### src/rtl/fetch_decode_queue.sv
// Fetch-to-decode instruction queue: DEPTH-entry circular buffer carrying PC, instruction
// and branch-prediction sideband, with valid/ready on both sides and a full flush on redirect.
module fetch_decode_queue #(
    parameter int XLEN  = 32,
    parameter int DEPTH = 4,
    parameter int CNT_W = $clog2(DEPTH + 1)
) (
    input  logic             clk_i,
    input  logic             rst_i,
    input  logic             flush_i,
    input  logic             in_valid_i,
    output logic             in_ready_o,
    input  logic [XLEN-1:0]  in_pc_i,
    input  logic [XLEN-1:0]  in_inst_i,
    input  logic             in_bp_taken_i,
    input  logic [XLEN-1:0]  in_bp_target_i,
    output logic             out_valid_o,
    input  logic             out_ready_i,
    output logic [XLEN-1:0]  out_pc_o,
    output logic [XLEN-1:0]  out_inst_o,
    output logic             out_bp_taken_o,
    output logic [XLEN-1:0]  out_bp_target_o,
    output logic [CNT_W-1:0] count_o
);
    localparam int AW = $clog2(DEPTH);
    localparam int PW = AW + 1;

    typedef struct packed {
        logic [XLEN-1:0] pc;
        logic [XLEN-1:0] inst;
        logic            bp_taken;
        logic [XLEN-1:0] bp_target;
    } entry_t;

    entry_t [DEPTH-1:0] mem_q;
    logic   [PW-1:0]    rd_q, rd_d, wr_q, wr_d;
    logic               empty, full, push, pop;
    entry_t             head, in_ent;

    // Extra pointer MSB separates the full case from the empty case.
    assign empty = (rd_q == wr_q);
    assign full  = (rd_q[AW-1:0] == wr_q[AW-1:0]) && (rd_q[AW] != wr_q[AW]);

    assign in_ready_o  = !full;
    assign out_valid_o = !empty;
    assign push        = in_valid_i && !full;
    assign pop         = out_ready_i && !empty;

    assign in_ent = '{pc: in_pc_i, inst: in_inst_i, bp_taken: in_bp_taken_i,
                      bp_target: in_bp_target_i};

    always_comb begin
        rd_d = rd_q;
        wr_d = wr_q;
        if (flush_i) begin
            rd_d = wr_q;
        end else begin
            if (push) wr_d = wr_q + PW'(1);
            if (pop)  rd_d = rd_q + PW'(1);
        end
    end

    always_ff @(posedge clk_i) begin
        if (rst_i) begin
            rd_q  <= '0;
            wr_q  <= '0;
            mem_q <= '0;
        end else begin
            rd_q <= rd_d;
            wr_q <= wr_d;
            if (push && !flush_i) mem_q[wr_q[AW-1:0]] <= in_ent;
        end
    end

    // Head is read straight from storage; pointer distance mod 2*DEPTH is the occupancy.
    assign head            = mem_q[rd_q[AW-1:0]];
    assign out_pc_o        = head.pc;
    assign out_inst_o      = head.inst;
    assign out_bp_taken_o  = head.bp_taken;
    assign out_bp_target_o = head.bp_target;
    assign count_o         = CNT_W'(wr_q - rd_q);

endmodule

### config.mk
export PLATFORM = sky130hd
export DESIGN_NAME = fetch_decode_queue
export DESIGN_NICKNAME = d
export VERILOG_FILES = /design/src/rtl/fetch_decode_queue.sv
export SDC_FILE = /design/constraint.sdc
export NUM_CORES = 1
export LEC_CHECK = 0
export BUFFER_PORTS_ARGS = -buffer_cell sky130_fd_sc_hd__clkbuf_2
export CAP_MARGIN = 40
export CORE_ASPECT_RATIO = 0.8
export CORE_MARGIN = 3
export CORE_UTILIZATION = 61
export DETAILED_ROUTE_END_ITERATION = 10
export PLACE_DENSITY = 0.83
export REMOVE_ABC_BUFFERS = 1
export SLEW_MARGIN = 0
export SYNTH_ARGS = -nofsm -noshare
export SYNTH_HDL_FRONTEND = slang
export SYNTH_SLANG_ARGS = --single-unit
### constraint.sdc
create_clock -name clk_i -period 6.86 [get_ports clk_i]
set_clock_uncertainty 0.2 [all_clocks]
set_input_delay 1.029 -clock clk_i [delete_from_list [all_inputs] [get_ports clk_i]]
set_output_delay 1.029 -clock clk_i [all_outputs]
set_load 0.02 [all_outputs]
==> impl_metrics.tcl, run 1 <==
set metrics [dict create \
    cts.repair.resized 0 \
    critPathRequiredTime_ps 5630 \
    gp_congestion 0.8052 \
    yosys-top-cells-area "dfxtp_1 (47%), mux2i_1 (23%), mux4_2 (13%), nand2_1 (11%), buf_2 (1.2%)" \
    synth_cells 1544 \
    num_vias 11686 \
    cp_max_fo 49 \
    fp.coreArea_mm2 0.02679 \
    grt_max_degree 143 \
    max_clock_freq_mhz 244.4 \
    floorplan.die_area_mm2 0.02977 \
    dpl.hpwl_um 24160 \
    synthDominantCellAreaShare_pct 46.64 \
    grt_first_pass_wirelength_um 61540 \
    synthMostInstantiatedCell "nand2_1" \
    clk_path_buf_depth 3 \
    tightest_slew_ps 881.5 \
    outcome "finished clean" \
    port_buffers 203 \
    number_of_different_library_cells_in_the_post_synthesis_netlist 34 \
    first_global_vias 12183 \
    total_cts_buffers 38 \
    routed_wl_um 37840 \
    firstDrtPassIters 4 \
    finalSetupTns_ps 0 \
    leakagePower_nw 9.175 \
    post-route-drc-count 0 \
    final.fill_count 1884 \
    clk_root_buffer_cell "clkbuf_16" \
    number_of_antenna_violations_at_the_first_check_in_global_routing 1 \
    vdd_drop_max_mv 0.1701 \
    critPathCaptureType "primary output" \
    start_util_pct 63.12 \
    ys.flop_type "dfxtp_1" \
    cts_hold_repair.buffers 0 \
    postLayoutCellArea_mm2 0.01930 \
    fp.dieW_um 192.2 \
    yosys_warnings 0 \
    tritoncts "built" \
    post_route_cells_drive_above_1_share_pct 23.06 \
    wl_per_cell_um 18.28 \
    dpl-instance-area_mm2 0.01800 \
    finalNetCount 1796 \
    worst_skew_late_latency_ps 520 \
    final-setup-viol-count 0 \
    netlist_top_cells_count "nand2_1 (489), dfxtp_1 (394), mux2i_1 (388)" \
    area_added_between_synthesis_and_finish_pct 14.10 \
    ys_ff_latch 394 \
    numClockSinks 394 \
    worst_setup_path_start_kind "flip-flop" \
    finalWorstSetupSlack_ps 2769 \
    post_synth_instance_area_mm2 0.01691 \
    pin_count 204 \
    layout.area.seq_mm2 0.007895 \
    syn_area_per_cell_um2 10.95 \
    max-cap-violations 0 \
    cp.arrival_ps 2860 \
    drt-initial-drc-count 572 \
    max-slew-margin-rel_pct 41.24 \
    cts_post_setup_buffers_inserted 0 \
    placed_cells 2003 \
    detailedPlace.worstSlack_ps 3258 \
    die_h_um 154.9 \
    rsz0062_at_grt "no" \
    yosysSeqAreaShare_pct 46.64 \
    global_route.overflow_total 0 \
    synth_edf_count 0 \
    grtUsageTotal_pct 25.29 \
    p_total_mw 5.026 \
    powerDensity_mw_per_mm2 260.5 \
    final-hold-violation-count 0 \
    synth_area_leader_cell "dfxtp_1" \
    finalCritPeriodShare_pct 59.64 \
    clock_transition_at_path_regs_ps 60 \
    synth-async-reset-ratio_pct 0 \
    placementRows 53 \
    drv_slew 0 \
    finalNonFillerCells 2070 \
    post-route-min-period_ps 4091 \
    post_drt_via_cell_ratio 5.645 \
    ant_nets 0 \
    antenna-diode-count 0 \
    multi_input_comb_area_mm2 0.008325 \
    timing.hold.worst.class "flip-flop to flip-flop" \
    timing_worst_setup_path_type "flip-flop to primary output" \
    cts_max_level 2 \
]
## critical path, cell delays in order, from the launching register on
cell,delay (ps)
dfxtp_4,920
buf_4,590
mux4_2,600
clkbuf_2,190
## flip-flops by register name, indices dropped and copies added (netlist names)
| signal | cells |
|---|---|
| mem_q | 388 |
| wr_q | 3 |
| rd_q | 3 |
## per-layer routing
layer	part of all wire [%]	track usage, %
met5	0.024	0
met4	2.1	6.588
met3	7.1	6.218
met2	49	43.46
met1	41	32.13
## placed cells by master, fill, tap and decap left out, drive strengths merged
cell type and instances:
and2 2, buf 23, nor3b 1, o31ai 1, nand3 2, mux4 97
bufinv 3, nor2b 2, a311oi 1, a2111oi 1, mux2i 388, o21ai 2
nand4 1, nand2 489, ha 7, inv 9, a31oi 3, dfxtp 394
clkbuf 258, a21boi 1, nor2 4, mux2 2, clkinvlp 2, xnor2 2
xor2 1, o211ai 4, or4 1, nor4b 1, clkinv 6, o211a 2
fa 1, o2111ai 2
## layout make-up
| class | instances | share of cell area, % |
|---|---|---|
| tap | 357 | 2.315 |
| timing repair buffer | 226 | 6.705 |
| clock buffer | 55 | 5.940 |
| sequential | 394 | 40.92 |
| clock inverter | 12 | 0.7846 |
| multi-input combinational | 1018 | 43.15 |
| inverter | 8 | 0.1945 |
## worst paths after layout
kind | slack (ps) | endpoint | cells after the start | from
setup / recovery | 2770 | out_inst_o[4] | 3 | rd_q[0]
hold / removal | 250 | mem_q[155] | 2 | mem_q[155]
setup reg to reg | 3550 | mem_q[322] | 5 | rd_q[0]
hold reg to reg | 250 | mem_q[155] | 2 | mem_q[155]
## logic make-up (layout without fill, tap and decap cells)
kind of cell             count (synthesis)  after routing  share of synthesized area, %
multiplexers                           487            487                         36.02
flip-flops                             394            394                         46.64
adder cells (fa/ha/maj)                  8              8                        0.6363
AO/OA/AOI/OAI                           17             17                        0.8510
XOR/XNOR                                 3              3                        0.1554
AND/OR/NAND/NOR                        503            503                         11.33
buffers and inverters                  132            301                         4.373
## power breakdown
group / internal [mW] / switching, mW / total (mW)
registers: 2.34 / 0.0503 / 2.39
logic: 0.201 / 0.288 / 0.489
clock network: 1.28 / 0.871 / 2.15
total: 3.82 / 1.21 / 5.03
## stage by stage
step / util (%) / hold WS [ps]
floorplan: - / 231.5
global placement: 66.67 / 238.4
detailed placement: 67.18 / 244.6
CTS: 72.02 / 253.7
global route: 72.02 / 268.6
finish: 72.02 / 253.2
Power figures use the tool's default switching activity.
==> run 2, diff against run 1 <==
--- a/config.mk
+++ b/config.mk
@@ -9,9 +9,9 @@
 export CAP_MARGIN = 40
 export CORE_ASPECT_RATIO = 0.8
 export CORE_MARGIN = 3
-export CORE_UTILIZATION = 61
+export CORE_UTILIZATION = 53
 export DETAILED_ROUTE_END_ITERATION = 10
-export PLACE_DENSITY = 0.83
+export PLACE_DENSITY = 0.77
 export REMOVE_ABC_BUFFERS = 1
 export SLEW_MARGIN = 0
 export SYNTH_ARGS = -nofsm -noshare
==> constraint.sdc (replaced) <==
create_clock -name clk_i -period 3.5 [get_ports clk_i]
set_clock_uncertainty 0.2 [all_clocks]
set_input_delay 0.525 -clock clk_i [delete_from_list [all_inputs] [get_ports clk_i]]
set_output_delay 0.525 -clock clk_i [all_outputs]
set_load 0.02 [all_outputs]
==> run 2 against run 1 <==
Hold slack worse by 150 ps. Largest power group unchanged. Global-route usage is 2.9 points lower. Critical endpoint is now out_inst_o[7]. Via count is 0.23% higher. Worst setup slack worse by 2400 ps.
==> impl_metrics.tcl, run 2 (synthesis gave the netlist of run 1 again) <==
set metrics [dict create \
    grtUsageTotal_pct 22.42 \
    sw_ratio_pct 24.03 \
    clock_power_share_pct 43.8 \
    placementRows 57 \
    post-route-util_pct 63.21 \
    clk_root_buffer_cell "clkbuf_16" \
    worstPathCellList "buf_12 > mux4_2 > clkbuf_2" \
    timing.hold.worst.class "input port to flip-flop" \
    grt_max_degree 110 \
    biggest_regs "mem_q (388), rd_q (3), wr_q (3)" \
    gp_congestion 0.8569 \
    die_h_um 165.8 \
    detailedPlace.worstSlack_ps 787.1 \
    clk_path_buf_depth 3 \
    share_seq_of_total_power_pct 46.0 \
    floorplan.die_area_mm2 0.03410 \
    global_route.overflow_total 0 \
    powerDensity_mw_per_mm2 516.6 \
    dpl.hpwl_um 24040 \
    critPathRequiredTime_ps 2770 \
    finalCritPeriodShare_pct 88.37 \
    cts_max_level 2 \
    drt-initial-drc-count 562 \
    ant_nets 0 \
    leakagePower_nw 9.242 \
    cp.arrival_ps 2370 \
    rsz0062_at_grt "no" \
    final-hold-violation-count 0 \
    critical_path.max_stage_delay_ps 610 \
    drv_slew 0 \
    final.fill_count 2468 \
    max-cap-violations 0 \
    number_of_antenna_violations_at_the_first_check_in_global_routing 2 \
    mostFrequentLayoutCells "nand2_1 (489), dfxtp_1 (392), mux2i_1 (388)" \
    num_vias 11713 \
    post-route-drc-count 0 \
    final-setup-viol-count 0 \
    timing_worst_setup_path_type "flip-flop to primary output" \
    outcome "finished clean" \
    worst_skew_late_latency_ps 530 \
    start_util_pct 54.76 \
    area_added_between_synthesis_and_finish_pct 15.43 \
    largest_register_ffs 388 \
    cts.repair.resized 0 \
    p_int_mw 7.662 \
    cts_hold_repair.buffers 0 \
    critical_path.slowest_cell "mux4_2" \
    multi_input_comb_area_mm2 0.008325 \
    total_cts_buffers 40 \
    cts_post_setup_buffers_inserted 0 \
    layout_commonest_cell "nand2_1" \
    firstDrtPassIters 4 \
    finalNetCount 1800 \
    fp.coreArea_mm2 0.03088 \
    timing.reg2reg.setup_slack_ps 770 \
    worst_setup_path_start_kind "flip-flop" \
    layout.area.seq_mm2 0.007895 \
    vdd_drop_max_mv 0.3521 \
    grt_first_pass_wirelength_um 63090 \
    numClockSinks 394 \
    port_buffers 203 \
    post_drt_via_cell_ratio 5.484 \
    p_sw_mw 2.423 \
    clock_transition_at_path_regs_ps 60 \
    max-slew-margin-rel_pct 46.60 \
    tightest_slew_ps 801.0 \
    wl_per_cell_um 18.08 \
    critPathCaptureType "primary output" \
    registers.top_by_ff_count "mem_q" \
    first_global_vias 12325 \
    tritoncts "built" \
    cp_max_fo 101 \
    pin_count 204 \
    finalWorstSetupSlack_ps 406.9 \
    post_route_cells_drive_above_1_share_pct 23.18 \
    max_clock_freq_mhz 323.3 \
    routed_wl_um 38610 \
    comb_power_share_pct 10.2 \
    fp.dieW_um 205.7 \
    post-route-min-period_ps 3093 \
]
==> run 2: layer usage <==
layer	part of all wire [%]	wire length (um)	GRT usage, %	vias to the layer above
met1	43	16590	28.23	5797
met3	6.5	2512	6.310	56
met2	49	18820	38.28	224
li1	-	-	-	5634
met4	1.8	682	5.287	2
met5	0.036	14	0	-
==> run 2: area by class of cell <==
cell class	instances	share of cell area, %
Tap cell	413	2.647
Clock inverter	13	0.9101
Clock buffer	60	6.134
Antenna cell	2	0.02564
Multi-Input combinational cell	1018	42.65
Sequential cell	394	40.44
Inverter	8	0.1923
Timing Repair Buffer	228	6.999
==> run 2: path summary, 6_finish.rpt <==
path,end,depth (start not counted),start
worst min-delay path,mem_q[237],3,in_inst_i[10]
worst max register to register,wr_q[2],6,wr_q[0]
worst max-delay path,out_inst_o[7],3,rd_q[0]
worst min register to register,mem_q[179],2,mem_q[179]
==> run 2: stage by stage <==
step	area (um^2)	power, mW	instances	setup TNS, ps	hold slack, ps
2_1_floorplan	16200	5.458	1420	-2433850	231.5
3_3_place_gp	18140	5.747	2061	0	239.0
3_5_place_dp	18140	5.772	2061	0	246.0
4_1_cts	19520	10.18	2134	0	74.67
5_1_grt	19520	10.44	2135	0	91.85
6_report	19520	10.08	2136	0	103.2
==> run 2: critical path, delay by kind of cell (launching register included) <==
kind | cells | cell delay, ps
DFF | 1 | 360
muxes | 1 | 610
buffers and inverters | 2 | 720
==> run 2: power by group through the flow <==
stage               logic (mW)  registers, mW  clock network [mW]
global route              1.11           4.65                4.68
floorplan                0.658           4.80                   0
global placement          1.02           4.73                   0
detailed placement        1.04           4.74                   0
CTS                       1.04           4.64                4.51
finish                    1.03           4.64                4.42
==> run 3, diff against run 2 <==
--- a/config.mk
+++ b/config.mk
@@ -11,7 +11,7 @@
 export CORE_MARGIN = 3
 export CORE_UTILIZATION = 53
 export DETAILED_ROUTE_END_ITERATION = 10
-export PLACE_DENSITY = 0.77
+export PLACE_DENSITY = 0.79
 export REMOVE_ABC_BUFFERS = 1
 export SLEW_MARGIN = 0
 export SYNTH_ARGS = -nofsm -noshare
==> run 3 against run 2 <==
Count of clock-buffer cells in the layout decreased by 1. Via count decreased by 1.1%. Core utilization decreased by 0.13 points. First-iteration DRC count increased by 32%. Hold slack got worse by 6.8 ps. Largest cell class unchanged.
==> impl_metrics.tcl, run 3 (synthesis gave the netlist of run 1 again) <==
set metrics [dict create \
    outcome "finished clean" \
    post_route_cells_drive_above_1_share_pct 23.28 \
    num_vias 11588 \
    timing_worst_setup_path_type "flip-flop to primary output" \
    worstPathCellList "buf_12 > mux4_2 > clkbuf_2" \
    post-route-drc-count 0 \
    vdd_drop_max_mv 0.3570 \
    area_added_between_synthesis_and_finish_pct 15.20 \
    die_h_um 165.8 \
    dpl.hpwl_um 23270 \
    grt_max_degree 102 \
    cts.repair.resized 0 \
    post-route-min-period_ps 3067 \
    registers.top_by_ff_count "mem_q" \
    leakagePower_nw 9.227 \
    max-slew-margin-rel_pct 48.85 \
    worst_skew_late_latency_ps 530 \
    biggest_regs "mem_q (388), rd_q (3), wr_q (3)" \
    gp_congestion 0.7708 \
    drv_slew 0 \
    port_buffers 203 \
    global_route.overflow_total 0 \
    layout_commonest_cell "nand2_1" \
    critical_path.max_stage_delay_ps 650 \
    drt-initial-drc-count 743 \
    wl_per_cell_um 17.63 \
    tightest_slew_ps 767.3 \
    cp_max_fo 99 \
    placementRows 57 \
    cp.arrival_ps 2340 \
    cts_max_level 2 \
    clk_root_buffer_cell "clkbuf_16" \
    tritoncts "built" \
    p_total_mw 9.896 \
    max_clock_freq_mhz 326.0 \
    grt_first_pass_wirelength_um 61440 \
    routed_wl_um 37560 \
    cts_hold_repair.buffers 0 \
    start_util_pct 54.76 \
    antenna-diode-count 0 \
    firstDrtPassIters 5 \
    ant_nets 0 \
    numClockSinks 394 \
    fp.coreArea_mm2 0.03088 \
    first_global_vias 11997 \
    grtUsageTotal_pct 21.78 \
    finalNetCount 1798 \
    final-setup-viol-count 0 \
    worst_setup_path_start_kind "flip-flop" \
    pin_count 204 \
    critPathCaptureType "primary output" \
    floorplan.die_area_mm2 0.03410 \
    number_of_antenna_violations_at_the_first_check_in_global_routing 2 \
    post-route-util_pct 63.09 \
    critical_path.slowest_cell "mux4_2" \
    total_cts_buffers 40 \
    mostFrequentLayoutCells "nand2_1 (489), dfxtp_1 (392), mux2i_1 (388)" \
    max-cap-violations 0 \
    fp.dieW_um 205.7 \
    clock_transition_at_path_regs_ps 60 \
    final-hold-violation-count 0 \
    largest_register_ffs 388 \
    timing.hold.worst.class "input port to flip-flop" \
    critPathRequiredTime_ps 2770 \
    clk_path_buf_depth 3 \
    rsz0062_at_grt "no" \
    post_drt_via_cell_ratio 5.438 \
    finalCritPeriodShare_pct 87.64 \
    cts_post_setup_buffers_inserted 0 \
    powerDensity_mw_per_mm2 508.0 \
]
[run 3: layout make-up]
type                            instances  area [um^2]
Inverter                                8        37.54
Clock buffer                           59         1246
Clock inverter                         13        83.83
Sequential cell                       394         7895
Timing Repair Buffer                  226         1376
Fill cell                            2399        11400
Tap cell                              413        516.7
Multi-Input combinational cell       1018         8325
[run 3: where the power goes]
group | total [mW] | internal (mW) | switching, mW
sequential | 4.64 | 4.59 | 0.0522
combinational | 1.02 | 0.406 | 0.613
clock | 4.24 | 2.48 | 1.76
[run 3: worst paths after layout]
check                start              to  slack, ps  cells after the start
max                rd_q[1]  out_inst_o[15]        430                      3
min          in_inst_i[22]      mem_q[249]        100                      3
max reg2reg        wr_q[0]      mem_q[342]        750                      7
min reg2reg     mem_q[290]      mem_q[290]        250                      2
[run 3: layer usage]
layer | track usage, % | vias to the layer above | part of all wire [%]
met4 | 4.247 | 4 | 1.2
met3 | 5.213 | 44 | 6.2
met1 | 29.68 | 5707 | 45
met2 | 35.73 | 238 | 47
met5 | 0 | - | 0.083
li1 | - | 5595 | -
[run 3: through the flow]
stage | instances | setup WS (ps) | cell area (um^2) | hold WS [ps] | setup TNS (ps)
final | 2131 | 432.7 | 19480 | 96.43 | 0
after global placement | 2059 | 881.3 | 18150 | 238.8 | 0
after global routing | 2131 | 321.7 | 19480 | 91.49 | 0
after floorplan | 1420 | -8345 | 16200 | 231.5 | -2433850
after detailed placement | 2059 | 741.7 | 18150 | 243.7 | 0
after CTS | 2131 | 397.7 | 19480 | 71.12 | 0
[run 3: worst max-delay path, delay by kind of cell, from the launching register on]
family | cells | cell delay [ps]
mux | 1 | 650
buf+inv | 2 | 740
flops | 1 | 350
